<file path="src/rtl/ifetch.sv">
// ---------------------------------------------------------------------------
// ifetch : instruction fetch stage feeding the main decoder.
//
// Keeps the fetch PC and runs a single-outstanding req/ack handshake to
// instruction memory. Fetched {pc, instruction} pairs go into a small
// prefetch FIFO, and the head of that FIFO is presented to decode.
// Decode can stall the head in place. A branch/jump redirect flushes the FIFO
// and restarts fetch at a new target.
//
// Parameters
//   n        instruction / word-address width
//   RESET_PC fetch PC loaded on reset
//   DEPTH    prefetch FIFO entries (power of two, >= 2)
//
// Ports
//   clk          system clock, rising edge
//   reset        asynchronous active-high reset
//   imem_req     fetch request to instruction memory
//   imem_addr    word address of the request (the fetch PC)
//   imem_ack     memory accepts request; imem_rdata valid same cycle
//   imem_rdata   instruction word returned with imem_ack
//   redirect     branch/jump taken: flush and restart fetch
//   redirect_pc  new fetch target, sampled with redirect
//   stall        decode cannot accept the head this cycle
//   valid        instr/op/pc_out hold a real instruction
//   instr        head instruction (NOOP = 0 when empty)
//   op           opcode field instr[n-1:n-4]
//   pc_out       PC of the head instruction
//   pc_plus1     pc_out + 1 (wraps), base for branch targets
// ---------------------------------------------------------------------------
module ifetch #(
  parameter int          n        = 16,
  parameter logic [15:0] RESET_PC = 16'h0000,
  parameter int          DEPTH    = 2
) (
  input  logic         clk,
  input  logic         reset,
  output logic         imem_req,
  output logic [n-1:0] imem_addr,
  input  logic         imem_ack,
  input  logic [n-1:0] imem_rdata,
  input  logic         redirect,
  input  logic [n-1:0] redirect_pc,
  input  logic         stall,
  output logic         valid,
  output logic [n-1:0] instr,
  output logic [3:0]   op,
  output logic [n-1:0] pc_out,
  output logic [n-1:0] pc_plus1
);

  localparam int PW = (DEPTH > 1) ? $clog2(DEPTH) : 1;
  localparam int CW = $clog2(DEPTH + 1);

  typedef enum logic [1:0] {
    FETCH = 2'd0,
    FULL  = 2'd1,
    FLUSH = 2'd2
  } state_e;

  state_e state_q, state_d;

  logic [n-1:0]  fetch_pc_q, fetch_pc_d;
  logic [PW-1:0] wr_ptr_q, wr_ptr_d;
  logic [PW-1:0] rd_ptr_q, rd_ptr_d;
  logic [CW-1:0] count_q, count_d;

  logic [n-1:0]  instr_mem_q [DEPTH];
  logic [n-1:0]  pc_mem_q    [DEPTH];

  logic req_state;
  logic push;
  logic pop;

  // Request is a pure function of state, but it is forced low while reset is
  // held because the reset state is FETCH; this abandons any pending request.
  assign req_state = (state_q == FETCH);
  assign imem_req  = req_state & ~reset;
  assign imem_addr = fetch_pc_q;

  // A redirect discards any ack arriving in the same cycle and also wins
  // over a pop, so neither push nor pop happens in a redirect cycle.
  assign push = imem_req & imem_ack & ~redirect;
  assign pop  = valid & ~stall & ~redirect;

  // Head presentation: an empty FIFO shows a NOOP at PC 0.
  assign valid    = (count_q != '0);
  assign instr    = valid ? instr_mem_q[rd_ptr_q] : '0;
  assign pc_out   = valid ? pc_mem_q[rd_ptr_q] : '0;
  assign op       = instr[n-1 -: 4];
  assign pc_plus1 = pc_out + n'(1);

  // Next-state logic. FULL is entered only when an ack fills the last slot
  // without a simultaneous pop. Leaving FULL needs a pop, because no push can
  // happen there.
  always_comb begin
    state_d = state_q;
    if (redirect) begin
      state_d = FLUSH;
    end else begin
      case (state_q)
        FETCH: begin
          if (push && !pop && (count_q == CW'(DEPTH - 1))) begin
            state_d = FULL;
          end
        end
        FULL: begin
          if (pop) begin
            state_d = FETCH;
          end
        end
        FLUSH: begin
          state_d = FETCH;
        end
        default: begin
          state_d = FETCH;
        end
      endcase
    end
  end

  // Fetch PC, FIFO pointers and occupancy. A redirect empties the FIFO and
  // reloads the PC without the increment an ack would otherwise cause.
  always_comb begin
    fetch_pc_d = fetch_pc_q;
    wr_ptr_d   = wr_ptr_q;
    rd_ptr_d   = rd_ptr_q;
    count_d    = count_q;
    if (redirect) begin
      fetch_pc_d = redirect_pc;
      wr_ptr_d   = '0;
      rd_ptr_d   = '0;
      count_d    = '0;
    end else begin
      if (push) begin
        fetch_pc_d = fetch_pc_q + n'(1);
        wr_ptr_d   = wr_ptr_q + PW'(1);
      end
      if (pop) begin
        rd_ptr_d = rd_ptr_q + PW'(1);
      end
      case ({push, pop})
        2'b10:   count_d = count_q + CW'(1);
        2'b01:   count_d = count_q - CW'(1);
        default: count_d = count_q;
      endcase
    end
  end

  // State, PC and FIFO bookkeeping registers.
  always_ff @(posedge clk or posedge reset) begin
    if (reset) begin
      state_q    <= FETCH;
      fetch_pc_q <= n'(RESET_PC);
      wr_ptr_q   <= '0;
      rd_ptr_q   <= '0;
      count_q    <= '0;
    end else begin
      state_q    <= state_d;
      fetch_pc_q <= fetch_pc_d;
      wr_ptr_q   <= wr_ptr_d;
      rd_ptr_q   <= rd_ptr_d;
      count_q    <= count_d;
    end
  end

  // FIFO storage. Returned data is stored as-is, so an X on imem_rdata is
  // carried through to decode, where the assertion below reports it.
  always_ff @(posedge clk or posedge reset) begin
    if (reset) begin
      for (int i = 0; i < DEPTH; i++) begin
        instr_mem_q[i] <= '0;
        pc_mem_q[i]    <= '0;
      end
    end else if (push) begin
      instr_mem_q[wr_ptr_q] <= imem_rdata;
      pc_mem_q[wr_ptr_q]    <= fetch_pc_q;
    end
  end

`ifndef SYNTHESIS
  // Decode must never be handed an unknown opcode on a valid instruction.
  opKnownWhenValid : assert property (@(posedge clk) disable iff (reset)
    valid |-> !$isunknown(op));
`endif

endmodule

</file>
<file path="config.mk">
export PLATFORM = sky130hd
export DESIGN_NAME = ifetch
export DESIGN_NICKNAME = d
export VERILOG_FILES = /design/src/rtl/ifetch.sv
export SDC_FILE = /design/constraint.sdc
export NUM_CORES = 1
export LEC_CHECK = 0
export BUFFER_PORTS_ARGS = -buffer_cell sky130_fd_sc_hd__buf_2
export CELL_PAD_IN_SITES_DETAIL_PLACEMENT = 0
export CELL_PAD_IN_SITES_GLOBAL_PLACEMENT = 1
export CORE_ASPECT_RATIO = 1.4
export CORE_MARGIN = 2
export CORE_UTILIZATION = 42
export CTS_CLUSTER_DIAMETER = 50
export DETAILED_ROUTE_END_ITERATION = 6
export PLACE_DENSITY_LB_ADDON = 0.1
export SLEW_MARGIN = 20
export SYNTH_ARGS = -nofsm -noshare
export SYNTH_HDL_FRONTEND = slang
export SYNTH_SLANG_ARGS = --single-unit
export TNS_END_PERCENT = 100
</file>
<file path="constraint.sdc">
create_clock -name clk -period 3.12 [get_ports clk]
set_clock_uncertainty 0.1 [all_clocks]
set_input_delay 0.468 -clock clk [delete_from_list [all_inputs] [get_ports clk]]
set_output_delay 0.468 -clock clk [all_outputs]
set_load 0.005 [all_outputs]
</file>
# [Word-level counts from Yosys, hierarchy flattened]
# Index checks and enable logic that the tools add are counted.
[totals] word_cells=68 mem_bits_ro=0 in_bits=37 ram_bits=0 output_inout_bits=70 latch_bits=0 mem_count=0 register_bits=86
[classes] muxes=24 reduce_logical=10 n_bitwise=10 div_mod_pow=0 n_shift=0 n_addsub=6 eq_ne=6 order_cmp=3 multipliers=0
[op_table] cell="two-way mux 16 bit" count=11
[op_table] cell="bitwise mux 32 bit" count=2
[op_table] cell="adder 16 x 1 -> 16 bit, second input constant" count=2
[op_table] cell="demux 16 bit (select 1 bit)" count=1
[op_table] cell="two-way mux 2 bit" count=4
[op_table] cell="case mux 2 bit (2 select lines)" count=2
[op_table] cell="== test 2 x 1 -> 1 bit, second input constant" count=3
[op_table] cell="nonzero test 2 bit" count=3
[op_table] cell="bitwise AND 1 bit" count=5
[op_table] cell=">= comparator 2 bit, second input constant" count=2
[op_table] cell="two-way mux 1 bit" count=4
[op_table] cell="NOT 1 -> 2 bit" count=2
[op_table] cell="logical AND 1 bit" count=3
[op_table] cell="inequality test 3 x 2 -> 1 bit, second input constant" count=1
[op_table] cell="inequality test 3 bit, second input constant" count=1
[op_table] cell="NOT 1 bit" count=3
[op_table] cell="nonzero test 3 bit" count=1
[op_table] cell="adder 1 bit, second input constant" count=2
[op_table] cell="adder 2 x 1 -> 2 bit, second input constant" count=1
[op_table] cell="== test 2 bit, second input constant" count=1
[op_table] cell="zero test 2 bit" count=1
[op_table] cell="< comparator 2 x 1 -> 1 bit, second input constant" count=1
[op_table] cell="AND reduction 2 bit" count=1
[op_table] cell="subtractor 2 x 1 -> 2 bit, second input constant" count=1
[op_table] cell="zero test 1 bit" count=1

# [Logic depth before layout (Yosys ltp)]
[logic_depth] ltp_word=9 depth_mapped=10 mapped_depth_nobuf=8

# [Worst setup path after synthesis]
# Ideal clock, no wire load.
[synth_path] path_type="flip-flop to output port" from="register count_q[0]" to="output port pc_plus1[8]" path_stages_with_launch=11 setup_slack_ps=266 t_arrival_ps=2286 path_cell_list="dfrtp_1 -> inv_1 -> ha_1 -> clkbuf_1 -> clkbuf_1 -> buf_1 -> nor2_1 -> ha_1 -> and4_1 -> nand2_1 -> xnor2_1"
[synth_via] elab_chain_len=3
[synth_lines] item="start, declared" line_no="66" source="logic [CW-1:0] count_q, count_d;"
[synth_lines] item="start signal, assigned" line_no="163" source="count_q <= count_d;"
[synth_lines] item="nonzero test 2 bit" line_no="87" source="assign valid = (count_q != '0);"
[synth_lines] item="two-way mux 16 bit" line_no="89" source="assign pc_out = valid ? pc_mem_q[rd_ptr_q] : '0;"
[synth_lines] item="net pc_out[1]" line_no="48" source="output logic [n-1:0] pc_out,"
[synth_lines] item="adder 16 x 1 -> 16 bit" line_no="91" source="assign pc_plus1 = pc_out + n'(1);"
[synth_lines] item="end, declared" line_no="49" source="output logic [n-1:0] pc_plus1"
# The timed path passes the listed nets, and every way through them passes these cells.

# [Worst setup path in the final report]
[layout_path] from="register count_q[0]" to="output port pc_plus1[14]"
[layout_via] elab_chain_len=3
[layout_lines] item="nonzero test 2 bit" line_no="87"
[layout_lines] item="two-way mux 16 bit" line_no="89"
[layout_lines] item="adder 16 x 1 -> 16 bit" line_no="91"
# No other way between the ends.

==> impl_metrics.json <==
{
  "status": "finished clean",
  "yosysTopAreaCell": "dfrtp_1",
  "clk_latency_ns": 0.33,
  "yosysUniqueCellTypes": 37,
  "detail_route.iter0.violations": 91,
  "drt-total-wl_um": 9710,
  "cts_buffer_depth": 2,
  "synthTopCellsByArea": "dfrtp_1, mux2_2, mux2i_1, mux2_1, xnor2_1",
  "drc": 0,
  "hold_class": "in -> async",
  "worstMarginPinSlew_ns": 0.648,
  "core_area_mm2": 0.0103,
  "drv_slew": 0,
  "critPathCaptureType": "primary output",
  "cts_tree": "done",
  "clk_pin_slew_ns": 0.06,
  "dieArea_mm2": 0.0115,
  "leakagePower_nw": 2.58,
  "rsz0062_at_grt": "false",
  "worstSetupPathType": "reg -> out",
  "area_delta_synth_final_pct": 21.1,
  "rows": 44,
  "antenna_found_initial": 0,
  "setup-violations-final": 0,
  "synth_edf_count": 0,
  "initial_core_util": 0.431,
  "hpwlAfterDp_um": 6950,
  "grt_max_degree": 87,
  "grt_pass1_wl_um": 15900,
  "grt_pass1_vias": 3125,
  "wl_per_cell_um": 15.4,
  "final_cell_mix": "buf_2, dfrtp_1, nor2_1, mux2i_1, nand2_1",
  "tns_ns": 0,
  "netlist_area_mm2": 0.00446,
  "regArea_mm2": 0.00215,
  "vias": 3144,
  "hold_ws_ns": 0.164,
  "finalCriticalPeriod_ns": 2.95,
  "ir_worst_vdd_uv": 295,
  "cts_buffers": 9,
  "clock-sinks": 86,
  "synth_area_per_cell_um2": 11.4,
  "grt_usage": 0.176,
  "max_slew_margin": 0.568,
  "required_ns": 2.55,
  "detail-route-antenna-nets": 0,
  "fin_crit_sh": 0.944,
  "grt-ovfl-total": 0,
  "synth_nets": 431,
  "ys_async_sr_fraction": 1.00,
  "power_density_mw_per_mm2": 668,
  "numPortBuffers": 106,
  "via_per_inst": 4.97,
  "synth_flop_cell": "dfrtp_1",
  "maxCapViolCount": 0,
  "start_kind": "register",
  "n_fill_cell": 1007,
  "synth.ff_latch_count": 86,
  "cts_max_level": 3,
  "hold_violations": 0,
  "multiInputGateArea_mm2": 0.00213,
  "place.gp.congestion": 0.743,
  "io_pins": 107,
  "utilization": 0.522,
  "cp.arrival_ns": 2.38,
  "fp.dieH_um": 126,
  "max_freq_mhz": 339,
  "nNetsFinal": 531,
  "synth.top_cell.area_share": 0.482,
  "syn_inst": 390,
  "final_common_cell": "buf_2",
  "seq_area_frac_synth": 0.482,
  "cts_root_buf": "clkbuf_16",
  "insertedDiodeCount": 0,
  "drt_pass1_iterations": 4,
  "worstPathMaxFanout": 11,
  "die_w_um": 91.1,
  "power_w": 0.00361,
  "final_layout_size_suffix_gt1_frac": 0.358,
  "yosysWarnings": 0
}
-- Yosys cell counts, drive strengths merged, types with 3 or more instances --
cell    number
a211oi       4
buf         17
clkbuf       8
dfrtp       86
ha           4
inv          8
mux2        61
mux2i       34
nand2       32
nand3       11
nand3b       3
nand4        5
nor2        43
nor3         5
nor4         4
o21ai       22
xnor2       20
xor2        13
-- flip-flops by register name, summed over array words and instances, names as in the netlist --
| name | cells |
|---|---|
| imem_addr | 16 |
| count_q | 2 |
| instr_mem_q | 32 |
| pc_mem_q | 32 |
| state_q | 2 |
| wr_ptr_q | 1 |
| rd_ptr_q | 1 |
-- where the power goes --
part	leakage (nW)	switching, W	internal (W)
Clock	0.135	0.000410	0.000638
Sequential	1.10	0.000163	0.00131
Combinational	1.35	0.000557	0.000527
Total	2.58	0.00113	0.00248
-- what timing repair did --
| item | CTS | global route |
|---|---|---|
| hold buffers | 0 | 0 |
| setup endpoints to repair | 0 | 2 |
| gates resized for setup | 0 | 2 |
| buffers inserted | 0 | 0 |
| hold endpoints to repair | 0 | 0 |
-- layout make-up --
cell class | count | area share
repair buffers | 114 | 0.115
flip-flops and latches | 86 | 0.399
inverters | 8 | 0.00579
clock buffers | 12 | 0.0456
multi-input cells | 271 | 0.395
well taps | 138 | 0.0320
clock inverters | 3 | 0.00834
-- worst max-delay path, stage by stage (launching register included) --
cell and delay (ns):
dfrtp_1 0.34, inv_1 0.07, ha_2 0.26, or2_2 0.33
inv_1 0.08, ha_1 0.24, nand4_1 0.19, nor3_2 0.23
xor2_1 0.17, buf_2 0.13
-- kinds of logic (layout without fill, tap and decap cells) --
logic type | Yosys count | in the layout | share of synthesized area
simple gates | 111 | 111 | 0.133
mux | 95 | 95 | 0.230
flops | 86 | 86 | 0.482
xor+xnor | 33 | 33 | 0.0648
buf+inv | 33 | 137 | 0.0410
compound gates | 28 | 28 | 0.0376
fa+ha+maj | 4 | 4 | 0.0112
-- through the flow --
step	area (µm²)	setup WS, ns	cells
after detailed placement	5100	0.444	617
after global routing	5400	0.00218	632
after floorplan	4460	0.266	390
after global placement	5100	0.496	617
final	5400	0.174	632
after CTS	5390	0.0769	632
-- worst paths after layout --
path | startpoint | endpoint | slack, ns | cells after the start
hold reg to reg | pc_mem_q[14]$_DFFE_PP0P_ | pc_mem_q[14]$_DFFE_PP0P_ | 0.38 | 2
max in group asynchronous | reset | instr_mem_q[8]$_DFFE_PP0P_ | 2.41 | 3
setup reg to reg | state_q[0]$_DFFE_PP0P_ | imem_addr[15]$_DFFE_PP0P_ | 1.03 | 6
setup / recovery | count_q[0]$_DFFE_PP0P_ | pc_plus1[14] | 0.17 | 9
hold / removal | reset | state_q[1]$_DFFE_PP0P_ | 0.16 | 3
min in group clk | redirect_pc[14] | imem_addr[14]$_DFFE_PP0P_ | 0.23 | 3
-- layer usage --
metal / global-route usage / wire length, µm / vias to the layer above / share of wire
li1: - / - / 1531 / -
met2: 0.303 / 4900 / 75 / 0.51
met5: 0 / 0 / - / 0
met4: 0.0722 / 180 / 0 / 0.019
met1: 0.225 / 4290 / 1526 / 0.44
met3: 0.0203 / 328 / 12 / 0.034
Note: power is estimated with default switching activity, not from simulation.
